**src/rtl/byte_read_serializer.sv**
```systemverilog
// byte_read_serializer
//   Captures a SIZE_IN_BYTES-wide word in one cycle and streams it out one
//   byte per transfer, byte 0 (bits 7:0) first, over a valid/ready handshake.
//   The byte index travels with each byte so a downstream byte_write_register
//   can rebuild the word directly.
//
// Ports
//   CLK           clock, rising edge
//   ARESET        asynchronous reset, active low
//   LOAD          capture request (accepted only in IDLE)
//   INPUT_VALUE   word to serialize
//   LOAD_READY    high in IDLE
//   OUTPUT_VALUE  current byte (registered)
//   BYTE_NUM      index of current byte (registered)
//   OUTPUT_VALID  byte/index valid (high in SEND)
//   OUTPUT_READY  downstream accepts the byte
//   LAST          high with OUTPUT_VALID on the final byte
//   DONE          one-cycle pulse after the final byte transfers
module byte_read_serializer #(
  parameter int SIZE_IN_BYTES = 13,
  parameter int BYTE_NUM_SIZE = 4
) (
  input  logic                       CLK,
  input  logic                       ARESET,
  input  logic                       LOAD,
  input  logic [SIZE_IN_BYTES*8-1:0] INPUT_VALUE,
  output logic                       LOAD_READY,
  output logic [7:0]                 OUTPUT_VALUE,
  output logic [BYTE_NUM_SIZE-1:0]   BYTE_NUM,
  output logic                       OUTPUT_VALID,
  input  logic                       OUTPUT_READY,
  output logic                       LAST,
  output logic                       DONE
);

  localparam int W = SIZE_IN_BYTES * 8;
  localparam logic [BYTE_NUM_SIZE-1:0] LAST_IDX = BYTE_NUM_SIZE'(SIZE_IN_BYTES - 1);

  typedef enum logic {S_IDLE, S_SEND} state_t;

  state_t                     r_state;
  logic [W-1:0]               r_shadow;
  logic [BYTE_NUM_SIZE-1:0]   r_cnt;
  logic [7:0]                 r_byte;
  logic                       r_last;
  logic                       r_done;

  logic                       w_xfer;
  logic [BYTE_NUM_SIZE-1:0]   w_cnt_nxt;
  logic [W-1:0]               w_shifted;
  logic [7:0]                 w_next_byte;

  assign w_xfer      = (r_state == S_SEND) && OUTPUT_READY;
  assign w_cnt_nxt   = r_cnt + 1'b1;
  // Byte for the next index is pre-selected so OUTPUT_VALUE stays a register.
  // On the final byte this value is unused, so index overflow is harmless.
  assign w_shifted   = r_shadow >> {w_cnt_nxt, 3'b000};
  assign w_next_byte = w_shifted[7:0];

  always_ff @(posedge CLK or negedge ARESET) begin
    if (!ARESET) begin
      r_state  <= S_IDLE;
      r_shadow <= '0;
      r_cnt    <= '0;
      r_byte   <= '0;
      r_last   <= 1'b0;
      r_done   <= 1'b0;
    end else begin
      r_done <= 1'b0;
      case (r_state)
        S_IDLE: begin
          if (LOAD) begin
            r_state  <= S_SEND;
            r_shadow <= INPUT_VALUE;
            r_cnt    <= '0;
            r_byte   <= INPUT_VALUE[7:0];
            r_last   <= (LAST_IDX == '0);
          end
        end
        S_SEND: begin
          // LOAD is deliberately not looked at here: no capture, no queueing.
          if (w_xfer) begin
            if (r_cnt == LAST_IDX) begin
              r_state <= S_IDLE;
              r_last  <= 1'b0;
              r_done  <= 1'b1;
            end else begin
              r_cnt  <= w_cnt_nxt;
              r_byte <= w_next_byte;
              r_last <= (w_cnt_nxt == LAST_IDX);
            end
          end
        end
        default: r_state <= S_IDLE;
      endcase
    end
  end

  assign LOAD_READY   = (r_state == S_IDLE);
  assign OUTPUT_VALID = (r_state == S_SEND);
  assign OUTPUT_VALUE = r_byte;
  assign BYTE_NUM     = r_cnt;
  assign LAST         = r_last;
  assign DONE         = r_done;

endmodule

```
**config.mk**
```make
export PLATFORM = sky130hd
export DESIGN_NAME = byte_read_serializer
export DESIGN_NICKNAME = d
export VERILOG_FILES = /design/src/rtl/byte_read_serializer.sv
export SDC_FILE = /design/constraint.sdc
export NUM_CORES = 1
export LEC_CHECK = 0
export BUFFER_PORTS_ARGS = -buffer_cell sky130_fd_sc_hd__buf_2
export CAP_MARGIN = 15
export CORE_MARGIN = 4
export CORE_UTILIZATION = 51
export CTS_BUF_LIST = sky130_fd_sc_hd__clkbuf_2 sky130_fd_sc_hd__clkbuf_4 sky130_fd_sc_hd__clkbuf_8
export DETAILED_ROUTE_END_ITERATION = 16
export GPL_TIMING_DRIVEN = 0
export PLACE_DENSITY = 0.83
export SETUP_SLACK_MARGIN = 0.15
export SLEW_MARGIN = 20
export SYNTH_ARGS = -nofsm -noshare
export SYNTH_HDL_FRONTEND = slang
export SYNTH_SLANG_ARGS = --single-unit
```
**constraint.sdc**
```tcl
create_clock -name CLK -period 2.2 [get_ports CLK]
set_clock_uncertainty 0.05 [all_clocks]
set_input_delay 0.11 -clock CLK [delete_from_list [all_inputs] [get_ports CLK]]
set_output_delay 0.11 -clock CLK [all_outputs]
set_load 0.02 [all_outputs]
```
# --- After elaboration in Yosys (flattened, before gate mapping) ---
# Index checks and enable logic that the tools add are counted.
op_classes:
  n_div: 0
  bitwise: 1
  mux: 19
  reduce_logical: 4
  multipliers: 0
  eq_ne: 5
  add_sub_neg: 1
  shifts: 1
  order_cmp: 0
op_table:
  columns: ["cell", "count"]
  rows:
  - ["right shift 104 x 7 -> 8 bit", 1]
  - ["two-way mux 8 bit", 3]
  - ["case mux 8 bit (2 select lines)", 1]
  - ["two-way mux 4 bit", 3]
  - ["two-way mux 1 bit", 9]
  - ["equality test 4 bit (second input constant)", 2]
  - ["case mux 4 bit (2 select lines)", 1]
  - ["adder 4 x 1 -> 4 bit (second input constant)", 1]
  - ["!= test 2 bit (second input constant)", 2]
  - ["case mux 1 bit (2 select lines)", 2]
  - ["AND reduction 2 bit", 2]
  - ["AND reduction 3 bit", 1]
  - ["!= test 2 x 1 -> 1 bit (second input constant)", 1]
  - ["logical AND 1 bit", 1]
  - ["inverter 1 bit", 1]
word_totals:
  mem_bits_rw: 0
  input_bits: 108
  reg_bits: 119
  latchBits: 0
  word_cells: 37
  memories: 0
  mem_bits_ro: 0

# --- Depth between registers and ports, before layout ---
# Gate-level depths: netlist of the first run.
logic_depth:
  depth_word: 5
  depth_mapped: 10

# --- Worst setup path before layout of the first run ---
# No wires, ideal clock.
synth_timing:
  path_kind: "register -> register"
  startpoint: "reg r_cnt[0] (netlist: BYTE_NUM[0])"
  endpoint: "reg r_byte[0] (netlist: OUTPUT_VALUE[0])"
  path_slack_ps: -169
  synth_period_minus_slack_ps: 2369
  n_path_buf: 4
  path_stages_with_launch: 11
  arrival_time_ps: 2189
  path_cell_list: "dfrtp_1 buf_6 buf_12 inv_1 ha_1 buf_2 buf_2 mux4_2 mux2_2 nand2_1 a31oi_1"
synth_via:
  elab_chain_cells: 5
  elab_cells_between_ends: 8
  cone_classes: "1 x add/sub; 2 x eq/ne; 1 x shift; 3 x mux; 1 x reduce/logical"
synth_rtl:
  columns: ["element", "line", "source"]
  rows:
  - ["start: declaration", "43", "logic [BYTE_NUM_SIZE-1:0] r_cnt;"]
  - ["start signal: assignment", "88", "r_cnt <= w_cnt_nxt;"]
  - ["adder 4 x 1 -> 4 bit", "54", "assign w_cnt_nxt = r_cnt + 1'b1;"]
  - ["right shift 104 x 7 -> 8 bit", "57", "assign w_shifted = r_shadow >> {w_cnt_nxt, 3'b000};"]
  - ["two-way mux 8 bit", "83", "if (r_cnt == LAST_IDX) begin"]
  - ["two-way mux 8 bit", "82", "if (w_xfer) begin"]
  - ["case mux 8 bit (2 select lines)", "70", "case (r_state)"]
  - ["end signal: assignment", "76", "r_byte <= INPUT_VALUE[7:0];"]
  - ["end signal: assignment", "89", "r_byte <= w_next_byte;"]
  - ["end: declaration", "44", "logic [7:0] r_byte;"]
# Several ways; a longest one is shown, not always the timed one. The select of a mux whose other input is x is not followed.
# A chain may end at the register's enable or synchronous reset.

# --- Final worst setup path of the first run ---
layout_timing:
  startpoint: "reg r_cnt[0] (netlist: BYTE_NUM[0])"
  endpoint: "reg r_byte[2] (netlist: OUTPUT_VALUE[2])"
# Same word-level chain as after synthesis.

==> summary.txt, run 1 <==
Detailed routing
  – Routed len/inst: 16.65 um
  – Drt total wl: between 15 and 20 mm
  – Starting DRT DRC Count: between 500 and 600
  – Mean number of vias per cell: between 5 and 6
  – Post-DRT Antenna Nets: 0
  – DRC: 0
  – Vias post-DR: ~5300
  – 1st-pass router iterations: 5

Clock network
  – H-tree depth: 4
  – CTS clk-pin slew, worst paths: roughly 0.07 ns
  – CTS Root Cell: clkbuf_8
  – Clk_lat worst skew: between 0.4 and 0.5 ns
  – TritonCTS clock tree: built
  – Max clock buf depth: 2
  – CTS Sinks: around 120
  – TritonCTS buffer count: 17

Critical path
  – CP endpoint kind: register
  – Critical path fanouts, max: 5
  – WS Path Type: reg2reg
  – Startpoint Class: register
  – CP Data Arrival Time: about 2.4 ns
  – Worst EP required: ~2.5 ns

Power
  – P_sw: ~0.0038 W
  – Share of power burned in registers: between 30% and 40%
  – Peak VDD IR: around 0.00083 V
  – Combinational cell fraction of total power: approximately 44%
  – Clock Power Share: between 10% and 20%
  – Sw frac: 35.61%
  – PD cells: roughly 1300 mW/mm^2
  – Pint: a little under 0.007 W
  – Static Leak: 4.088 nW

Synthesis
  – Synthesized instance count: approximately 590
  – Distinct cells, synth: 30
  – Ys Warns: 0
  – Post-Syn Area per Cell: between 9 and 10 um^2
  – Seq/Total Area, Yosys: a little over half
  – Synthesized flop and latch total: 119
  – Mapped Area: 0.005533 mm^2
  – Synthesized Nets: between 600 and 700

Die
  – Initial Utilization: a little over half
  – Core area: between 0.01 and 0.015 mm^2
  – Overall die height: around 110 um
  – IO Pins: approximately 120
  – Die ar.: between 0.01 and 0.015 mm^2
  – Row count: 37
  – Die X: around 110 um

Timing
  – Final min period: between 2 and 2.5 ns
  – Final period utilization: 96.80%
  – Final Hold Violating Endpoints: 0
  – # setup viols final: 0
  – Final slew viol count: 0
  – Final worst setup slack: 0.07035 ns
  – Fmax achieved: roughly 0.47 GHz
  – Relative slew slack: about two thirds
  – Setup tns final: 0 ns
  – RSZ-0062 raised after global routing: yes
  – Worst-Margin Slew: approximately 0.48 ns

Min path
  – Min-delay worst type: in2async

Final layout
  – Fin util: between 70% and 80%
  – Layout cells sized above 1: about 28%
  – Design area: slightly above 0.008 mm^2
  – Diode count: 0
  – Syn-to-layout area delta: 45.43%
  – Final Net Count: 956

Place
  – Placed cell area: ~0.0064 mm^2
  – Setup WS pre-CTS: -0.1228 ns
  – Routability Congestion: roughly 0.86
  – PortBufs: ~120
  – DP HPWL: 10.76 mm

Global route
  – GRT Util Overall: between 20 and 30%
  – Vias in the first global route: between 5000 and 6000
  – Pin count of the biggest net entering global routing: 87
  – Total congestion overflow: 0
  – First-pass GRT wire length: 27.27 mm
  – Initial antenna violation count: 0

Status
  – Status: complete, no violations

Run
  – Max-Cap Viols: 0
critical path, stage by stage (launching register included):
cell and delay (ns):
dfrtp_2 0.43, buf_12 0.13, buf_12 0.12, clkinv_4 0.04, ha_4 0.19, buf_8 0.14
buf_12 0.13, mux4_2 0.32, mux2_4 0.29, nand2_2 0.07, a31oi_2 0.09
kinds of logic after synthesis:
family	after synthesis	share of synthesized area, %
adders and majority gates	2	0.4522
AOI/OAI and AO/OA	39	4.614
buffers and inverters	42	4.070
xor gates and xnor gates	3	0.9500
and+or+nand+nor	352	24.69
DFF	119	53.82
muxes	32	11.40
per-stage QoR:
stage,std cells,hold slack [ns],total power (W)
floorplan,589,-0.2356,0.006729
global route,995,0.09517,0.01128
global placement,848,0.2510,0.007677
detailed placement,849,-0.02919,0.007934
finish,995,0.06229,0.01067
CTS,994,0.07291,0.01048
power by group through the flow:
stage	Clock [W]	Combinational (W)	Sequential, W
CTS	0.00205	0.00454	0.00388
detailed placement	0	0.00402	0.00391
global placement	0	0.00383	0.00384
finish	0.00204	0.00470	0.00393
floorplan	0	0.00289	0.00384
global route	0.00215	0.00511	0.00402
state kept, by name, indices dropped and copies added, names as in the netlist:
| signal | count |
|---|---|
| r_shadow | 104 |
| OUTPUT_VALUE | 8 |
| BYTE_NUM | 4 |
| DONE | 1 |
| LAST | 1 |
| OUTPUT_VALID | 1 |
metal layers:
metal	vias up	global-route usage (%)	routed length (um)
met5	-	0	0
met4	0	13.06	662
met3	70	7.978	1259
met2	262	45.45	8206
met1	2501	34.88	6436
li1	2430	-	-
cell usage after synthesis, drive strengths merged:
library cell    n  area, um^2
xor2            2       43.80
ha              2       25.02
xnor2           1       8.760
clkinv          1       3.750
a31o            1       8.760
or3             8       50.05
o2bb2ai         1       8.760
mux2            8       90.09
clkbuf         11       51.30
buf            27       158.9
nand3           7       40.04
or2b            1       7.510
a22o            8       70.07
nand2b          1       6.260
mux4           24       540.5
a31oi          16       100.1
o21ai          12       60.06
nor2            3       11.26
inv             3       11.26
dfrtp         119        2978
o31ai           1       7.510
nand2         330        1239
nor2b           2       12.51
worst paths after layout:
check | from | end | slack (ns) | cells after the start
max | BYTE_NUM[0]$_DFFE_PN0P_ | OUTPUT_VALUE[2]$_DFFE_PN0P_ | 0.07 | 10
min | ARESET | r_shadow[25]$_DFFE_PN0P_ | 0.06 | 2
max reg2reg | BYTE_NUM[0]$_DFFE_PN0P_ | OUTPUT_VALUE[2]$_DFFE_PN0P_ | 0.07 | 10
min reg2reg | r_shadow[72]$_DFFE_PN0P_ | r_shadow[72]$_DFFE_PN0P_ | 0.42 | 2
max in group asynchronous | ARESET | BYTE_NUM[3]$_DFFE_PN0P_ | 1.31 | 3
min in group CLK | INPUT_VALUE[99] | r_shadow[99]$_DFFE_PN0P_ | 0.34 | 4
area by class of cell:
cell class	count	area, um^2
plain buffers	38	265.3
clock buffers	25	319.1
clock inverters	7	92.59
fillers	657	2416
inverters	4	20.02
multi-input cells	428	2404
flip-flops and latches	119	2979
well taps	136	170.2
repair buffers	238	1797
cells in the final DEF, fill, tap and decap left out, types with 2 or more instances in the layout:
cell,synthesis,routed
a31oi_1,16,15
clkinv_2,0,2
nor2b_1,2,2
nand2_1,330,323
clkbuf_8,1,22
buf_6,2,3
mux4_2,24,24
clkinvlp_4,0,3
or3_1,8,8
clkbuf_4,0,4
bufinv_16,0,2
dlygate4sd3_1,0,107
o21ai_0,12,12
nor2_1,3,3
buf_12,1,4
buf_16,0,2
nand2_2,0,7
buf_4,2,7
buf_2,15,134
clkbuf_1,10,8
dfrtp_1,119,118
buf_1,7,4
nand3_1,6,6
mux2_4,0,8
a22o_1,8,8
inv_1,3,2
clkbuf_2,0,5
repair_timing:
action / CTS / global route
pin swaps: 4 / 3
endpoints found under the hold margin: 227 / 0
hold buffers: 107 / 0
buffers inserted: 5 / 1
gates resized for setup: 13 / 14
endpoints found under the setup margin: 8 / 29
gates cloned: 1 / 0
(Power assumes the default switching activity.)
==> run 2: changes to the inputs <==
--- a/config.mk
+++ b/config.mk
@@ -12,7 +12,8 @@
 export CTS_BUF_LIST = sky130_fd_sc_hd__clkbuf_2 sky130_fd_sc_hd__clkbuf_4 sky130_fd_sc_hd__clkbuf_8
 export DETAILED_ROUTE_END_ITERATION = 16
 export GPL_TIMING_DRIVEN = 0
-export PLACE_DENSITY = 0.83
+export PLACE_DENSITY = 0.79
+export RECOVER_POWER = 100
 export SETUP_SLACK_MARGIN = 0.15
 export SLEW_MARGIN = 20
 export SYNTH_ARGS = -nofsm -noshare
==> summary.txt, run 2 (same netlist as run 1, synthesis figures left out) <==
Status
  – Status: complete, no violations

Detailed routing
  – Post-DRT Antenna Nets: 0
  – DRC: 0
  – Starting DRT DRC Count: roughly 450
  – Vias post-DR: slightly above 5000
  – Drt total wl: about 16 mm
  – Mean number of vias per cell: about 5.2
  – 1st-pass router iterations: 5
  – Routed len/inst: 16.48 um

Die
  – Row count: 37
  – Die X: 112.2 um
  – Core area: between 0.01 and 0.015 mm^2
  – Die ar.: 0.01258 mm^2
  – IO Pins: 124
  – Initial Utilization: between 50% and 60%
  – Overall die height: 112.2 um

Timing
  – RSZ-0062 raised after global routing: yes
  – Final period utilization: 96.93%
  – Relative slew slack: around 10%
  – Final Hold Violating Endpoints: 0
  – Final slew viol count: 0
  – Worst-Margin Slew: 1.350 ns
  – Final min period: 2.133 ns
  – Fmax achieved: 0.4689 GHz
  – # setup viols final: 0

Global route
  – Vias in the first global route: ~5500
  – Total congestion overflow: 0
  – Pin count of the biggest net entering global routing: 68
  – First-pass GRT wire length: about 27 mm
  – Busiest layer in global routing: met2
  – GR Layer Usage met2: 45.97%
  – Met1 GRT Util: 34.19%
  – Grt met3 use: 7.278%
  – GRT Util Overall: between 20% and 30%
  – Initial antenna violation count: 0

Clock network
  – Max clock buf depth: 2
  – CTS Root Cell: clkbuf_8
  – Clk_lat worst skew: 0.44 ns
  – H-tree depth: 4
  – TritonCTS buffer count: 17
  – CTS Sinks: 119
  – TritonCTS clock tree: built
  – CTS clk-pin slew, worst paths: roughly 0.07 ns

Power
  – Clock Power Share: between 15 and 20%
  – PD cells: approximately 1300 mW/mm^2
  – Pint: slightly below 0.007 W
  – Combinational cell fraction of total power: 43.0%
  – P_sw: roughly 0.0038 W
  – Share of power burned in registers: roughly 37%
  – Peak VDD IR: 0.0007783 V
  – Static Leak: roughly 4.0 nW
  – Sw frac: between 30% and 40%

Critical path
  – Worst EP required: ~2.5 ns
  – CP endpoint kind: register
  – WS Path Type: reg2reg
  – Most frequent CP cell: buf_12
  – Cell chain of the critical path: buf_12 > buf_12 > clkinv_8 > ha_4 > buf_8 > buf_16 > mux4_2 > mux2_1 > nand2_2 > a31oi_1
  – CP Data Arrival Time: approximately 2.4 ns
  – Startpoint Class: register
  – Slowest-stage cell, CP: dfrtp_2
  – CP max stage delay: approximately 0.43 ns
  – Critical path fanouts, max: 5

Final layout
  – Diode count: 0
  – Design area: between 0.007 and 0.008 mm^2
  – Most frequent cells in the layout: nand2_1 (324), dfrtp_1 (118), buf_2 (114)
  – Layout cells sized above 1: 24.94%
  – Final Net Count: ~960
  – Storage cell area: about 0.0030 mm^2
  – Area of the multi-input gates: about 0.0024 mm^2
  – Filler cells: between 700 and 800
  – Non-Filler Instances: 994
  – Most common cell after layout, fill and taps aside: nand2_1
  – Biggest register: r_shadow
  – Flip-flop count of the largest register after layout: about 100
  – Syn-to-layout area delta: 44.26%

Place
  – Routability Congestion: about 0.87
  – Placed cell area: about 0.0064 mm^2
  – DP HPWL: approximately 11 mm
  – Placed insts: roughly 850
  – PortBufs: around 120

Run
  – Max-Cap Viols: 0

Min path
  – Min-delay worst type: in2reg
==> run 2: changes by cell type in the layout (fill, tap and decap cells not counted), moves of 2 or more <==
cell / before / now
buf_2: 134 / 114
clkbuf_1: 8 / 28
clkbuf_2: 5 / 8
clkbuf_8: 22 / 19
buf_1: 4 / 2
clkbuf_4: 4 / 2
clkinv_2: 2 / 4
mux2_4: 8 / 6
==> run 2: timing repair <==
action | CTS | global route
pin swaps | 5 | 5
endpoints found under the hold margin | 160 | 0
gates resized for setup | 12 | 14
hold buffers | 107 | 0
setup buffers | 5 | 0
setup endpoints to repair | 8 | 27
gates cloned | 1 | 0
==> run 2: worst max-delay path, delay by kind of cell, from the launching register on <==
family	cells	cell delay, ns
buffers and inverters	5	0.55
AND/OR/NAND/NOR	1	0.06
multiplexers	2	0.67
flip-flops	1	0.43
adder cells (fa/ha/maj)	1	0.18
AO/OA/AOI/OAI	1	0.07
==> run 2: layer usage <==
metal / part of all wire (%) / vias to the layer above
met5: 0 / -
met4: 1.4 / 0
met3: 6.8 / 27
met2: 51 / 222
met1: 41 / 2504
li1: - / 2423
==> run 2: path summary, 6_finish.rpt <==
path | startpoint | endpoint | slack, ns | depth (start not counted)
worst min-delay path | INPUT_VALUE[52] | r_shadow[52]$_DFFE_PN0P_ | 0.34 | 4
worst max-delay path | BYTE_NUM[0]$_DFFE_PN0P_ | OUTPUT_VALUE[7]$_DFFE_PN0P_ | 0.07 | 10
worst min register to register | r_shadow[58]$_DFFE_PN0P_ | r_shadow[58]$_DFFE_PN0P_ | 0.42 | 2
max in group asynchronous | ARESET | BYTE_NUM[0]$_DFFE_PN0P_ | 0.37 | 3
min in group asynchronous | ARESET | r_shadow[9]$_DFFE_PN0P_ | 0.47 | 2
worst max register to register | BYTE_NUM[0]$_DFFE_PN0P_ | OUTPUT_VALUE[7]$_DFFE_PN0P_ | 0.07 | 10
==> run 2: power groups by stage <==
stage / Sequential [W] / Combinational, W / Clock (W)
floorplan: 0.00384 / 0.00289 / 0
global placement: 0.00385 / 0.00383 / 0
detailed placement: 0.00391 / 0.00396 / 0
CTS: 0.00388 / 0.00444 / 0.00209
global route: 0.00402 / 0.00496 / 0.00220
finish: 0.00393 / 0.00453 / 0.00208
==> run 2: metrics by stage <==
stage / util [%] / hold WS, ns / total power, W / TNS (ns) / worst slack [ns]
after detailed placement: 61.30 / 0.05236 / 0.007872 / -0.5642 / -0.08732
after CTS: 76.49 / 0.1554 / 0.01041 / 0 / 0.1274
after floorplan: - / -0.2356 / 0.006729 / 0 / 0.07696
after global placement: 60.98 / 0.2503 / 0.007678 / -42.37 / -0.5642
after global routing: 76.29 / 0.3297 / 0.01118 / 0 / 0.03057
final: 76.29 / 0.3367 / 0.01054 / 0 / 0.06744
==> run 2: final cells by class <==
class                      instances  share of cell area, %
buffer                            38                  3.229
clock inverter                    12                  1.897
multi-input combinational        428                  29.90
inverter                           4                 0.3449
tap                              136                  2.132
timing repair buffer             237                  21.88
sequential                       119                  37.33
clock buffer                      20                  3.292
==> run 3: changes to the inputs <==
--- a/config.mk
+++ b/config.mk
@@ -5,6 +5,7 @@
 export SDC_FILE = /design/constraint.sdc
 export NUM_CORES = 1
 export LEC_CHECK = 0
+export ABC_AREA = 1
 export BUFFER_PORTS_ARGS = -buffer_cell sky130_fd_sc_hd__buf_2
 export CAP_MARGIN = 15
 export CORE_MARGIN = 4
@@ -12,7 +13,7 @@
 export CTS_BUF_LIST = sky130_fd_sc_hd__clkbuf_2 sky130_fd_sc_hd__clkbuf_4 sky130_fd_sc_hd__clkbuf_8
 export DETAILED_ROUTE_END_ITERATION = 16
 export GPL_TIMING_DRIVEN = 0
-export PLACE_DENSITY = 0.79
+export PLACE_DENSITY = 0.78
 export RECOVER_POWER = 100
 export SETUP_SLACK_MARGIN = 0.15
 export SLEW_MARGIN = 20
==> summary.txt, run 3 <==
Global route
  – Pin count of the biggest net entering global routing: 64
  – GRT Util Overall: 28.73%
  – Initial antenna violation count: 0
  – Total congestion overflow: 0
  – Vias in the first global route: 6206
  – First-pass GRT wire length: about 29 mm

Final layout
  – Non-Filler Instances: between 1000 and 1500
  – Storage cell area: just under 0.003 mm^2
  – Area of the multi-input gates: between 0.002 and 0.0025 mm^2
  – Final Net Count: approximately 1100
  – Syn-to-layout area delta: 44.86%
  – Diode count: 0
  – Layout cells sized above 1: around a fifth
  – Most common cell after layout, fill and taps aside: nand2_1
  – Most frequent cells in the layout: nand2_1 (273), dfrtp_1 (118), buf_2 (114)
  – Filler cells: about 720
  – Biggest register: r_shadow
  – Flip-flop count of the largest register after layout: around 100
  – Design area: 0.008424 mm^2

Detailed routing
  – Met2 routed WL: about 9.4 mm
  – Post-DRT Antenna Nets: 0
  – WL met3: ~1.4 mm
  – DRC: 0
  – DRT met1 WL: approximately 7.2 mm
  – Drt total wl: ~19 mm
  – 1st-pass router iterations: 5
  – Starting DRT DRC Count: about 550
  – Vias post-DR: a little over 6000
  – Mean number of vias per cell: ~5.3
  – Uppermost routed layer: met4
  – Routed len/inst: between 15 and 20 um

Critical path
  – Most frequent CP cell: clkbuf_1
  – Worst EP required: around 2.4 ns
  – Critical path fanouts, max: 10
  – CP Data Arrival Time: about 2.3 ns
  – CP max stage delay: approximately 0.41 ns
  – CP top delay family: buffers and inverters
  – Slowest-stage cell, CP: clkbuf_1
  – Cell chain of the critical path: clkbuf_1 > nor2_2 > buf_2 > clkbuf_1 > o21ai_0
  – WS Path Type: reg2reg
  – Crit path depth: 5
  – CP endpoint kind: register
  – Startpoint Class: register
  – CP Buf/Inv Count: 3
  – R2R depth: 5

Place
  – DP HPWL: between 10 and 15 mm
  – Placed cell area: approximately 0.0066 mm^2
  – Placed insts: 1029
  – Routability Congestion: 0.8987
  – PortBufs: ~120

Clock network
  – TritonCTS buffer count: 17
  – CTS Root Cell: clkbuf_8
  – CTS Sinks: 119
  – CTS clk-pin slew, worst paths: ~0.070 ns
  – TritonCTS clock tree: built
  – Clk_lat worst skew: ~0.43 ns
  – Max clock buf depth: 2
  – H-tree depth: 4

Synthesis
  – Number of synthesized flops with an enable pin: 0
  – Count leader, synth: nand2_1
  – Primary FF master, synth: dfrtp_1
  – Mapped Area: 0.005816 mm^2
  – Synthesized Nets: approximately 900
  – Distinct cells, synth: 21
  – Share of the synthesized area in the top cell type: about half
  – Cell taking the most area after synthesis: dfrtp_1
  – Dominant cells by area after synthesis: dfrtp_1 (51%), nand2_1 (18%), o21ai_0 (8.3%)
  – Seq/Total Area, Yosys: just over 50%
  – Ys Warns: 0
  – Synth cell count leaders: nand2_1 (279), dfrtp_1 (119), inv_1 (103), o21ai_0 (97), nand3_1 (91)
  – Synthesized flop and latch total: 119
  – Post-Syn Area per Cell: approximately 7.6 um^2
  – Post-synth ARST share: 100.0%
  – Synthesized instance count: 765

Timing
  – # setup viols final: 0
  – Setup tns final: 0 ns
  – RSZ-0062 raised after global routing: yes
  – Final slew viol count: 0
  – Final period utilization: 92.60%
  – Final min period: around 2.0 ns
  – Final Hold Violating Endpoints: 0
  – Relative slew slack: 6.163%
  – Fmax achieved: slightly below 0.5 GHz
  – Worst-Margin Slew: roughly 1.4 ns

Die
  – Initial Utilization: a little over half
  – Row count: 38
  – Core area: roughly 0.011 mm^2
  – Die ar.: 0.01318 mm^2
  – Die X: between 100 and 150 um
  – Overall die height: between 100 and 150 um
  – IO Pins: about 120

Power
  – PD cells: ~1400 mW/mm^2
  – P_sw: just over 0.005 W
  – Pint: ~0.0071 W
  – Peak VDD IR: around 0.0007 V
  – Static Leak: roughly 4.3 nW
  – Sw frac: 41.72%
  – Share of power burned in registers: a little under a third
  – Clock Power Share: a little under a fifth
  – Combinational cell fraction of total power: between 50 and 60%

Run
  – Max-Cap Viols: 0

Status
  – Status: complete, no violations

Min path
  – WHS Path Cells: 4
  – Min-delay worst type: in2reg
==> run 3: final cells by class <==
cell class              count  share of cell area [%]
well taps                 140                   2.079
repair buffers            241                   21.34
plain buffers              43                   3.876
multi-input cells         496                   26.97
clock inverters            13                   2.421
clock buffers              18                   2.941
flip-flops and latches    119                   35.36
inverters                 107                   5.005
==> run 3: cell families after synthesis <==
group / after synthesis / synth area share [%]
buffers and inverters: 150 / 11.25
DFF: 119 / 51.20
adders and majority gates: 2 / 0.4302
xor gates and xnor gates: 3 / 1.033
AOI/OAI and AO/OA: 101 / 8.735
and+or+nand+nor: 390 / 27.35
==> run 3: what timing repair did <==
| item | CTS | global route |
|---|---|---|
| endpoints found under the setup margin | 12 | 99 |
| hold endpoints to repair | 164 | 0 |
| setup buffers | 5 | 4 |
| pin swaps | 0 | 11 |
| gates resized for setup | 21 | 27 |
| gates cloned | 0 | 1 |
| hold buffers | 107 | 0 |
==> run 3: worst min-delay path: cells and delay by family <==
kind                   cells  cell delay (ns)
buffers and inverters      2             0.60
and+or+nand+nor            2             0.09
==> run 3: power by group through the flow <==
stage	logic, W	registers (W)	clock network [W]
finish	0.00626	0.00365	0.00227
detailed placement	0.00500	0.00366	0
floorplan	0.00342	0.00371	0
global placement	0.00489	0.00361	0
global route	0.00683	0.00376	0.00238
CTS	0.00566	0.00362	0.00227
==> run 3: through the flow <==
stage	hold WS, ns	power, W	setup slack (ns)	util [%]
4_1_cts	0.1756	0.01155	0.1505	75.81
3_5_place_dp	0.05353	0.008657	-0.3672	60.53
5_1_grt	0.3685	0.01297	0.07209	76.70
2_1_floorplan	-0.2356	0.007130	0.1569	-
3_3_place_gp	0.2630	0.008503	-0.6602	60.22
6_report	0.3589	0.01218	0.1628	76.70
==> run 3: final timing paths <==
path                                             to  slack, ns                      from
setup / recovery           r_shadow[32]$_DFFE_PN0P_       0.16    OUTPUT_VALID$_DFF_PN0_
hold / removal             r_shadow[99]$_DFFE_PN0P_       0.36           INPUT_VALUE[99]
setup reg to reg           r_shadow[32]$_DFFE_PN0P_       0.16    OUTPUT_VALID$_DFF_PN0_
hold reg to reg            r_shadow[97]$_DFFE_PN0P_       0.43  r_shadow[97]$_DFFE_PN0P_
max in group asynchronous   BYTE_NUM[0]$_DFFE_PN0P_       0.64                    ARESET
min in group asynchronous  r_shadow[21]$_DFFE_PN0P_       0.50                    ARESET
==> run 3: layer usage <==
| metal | track usage [%] | up-vias |
|---|---|---|
| li1 | - | 2882 |
| met1 | 35.30 | 2904 |
| met2 | 49.17 | 328 |
| met3 | 5.842 | 71 |
| met4 | 12.83 | 0 |
| met5 | 0 | - |
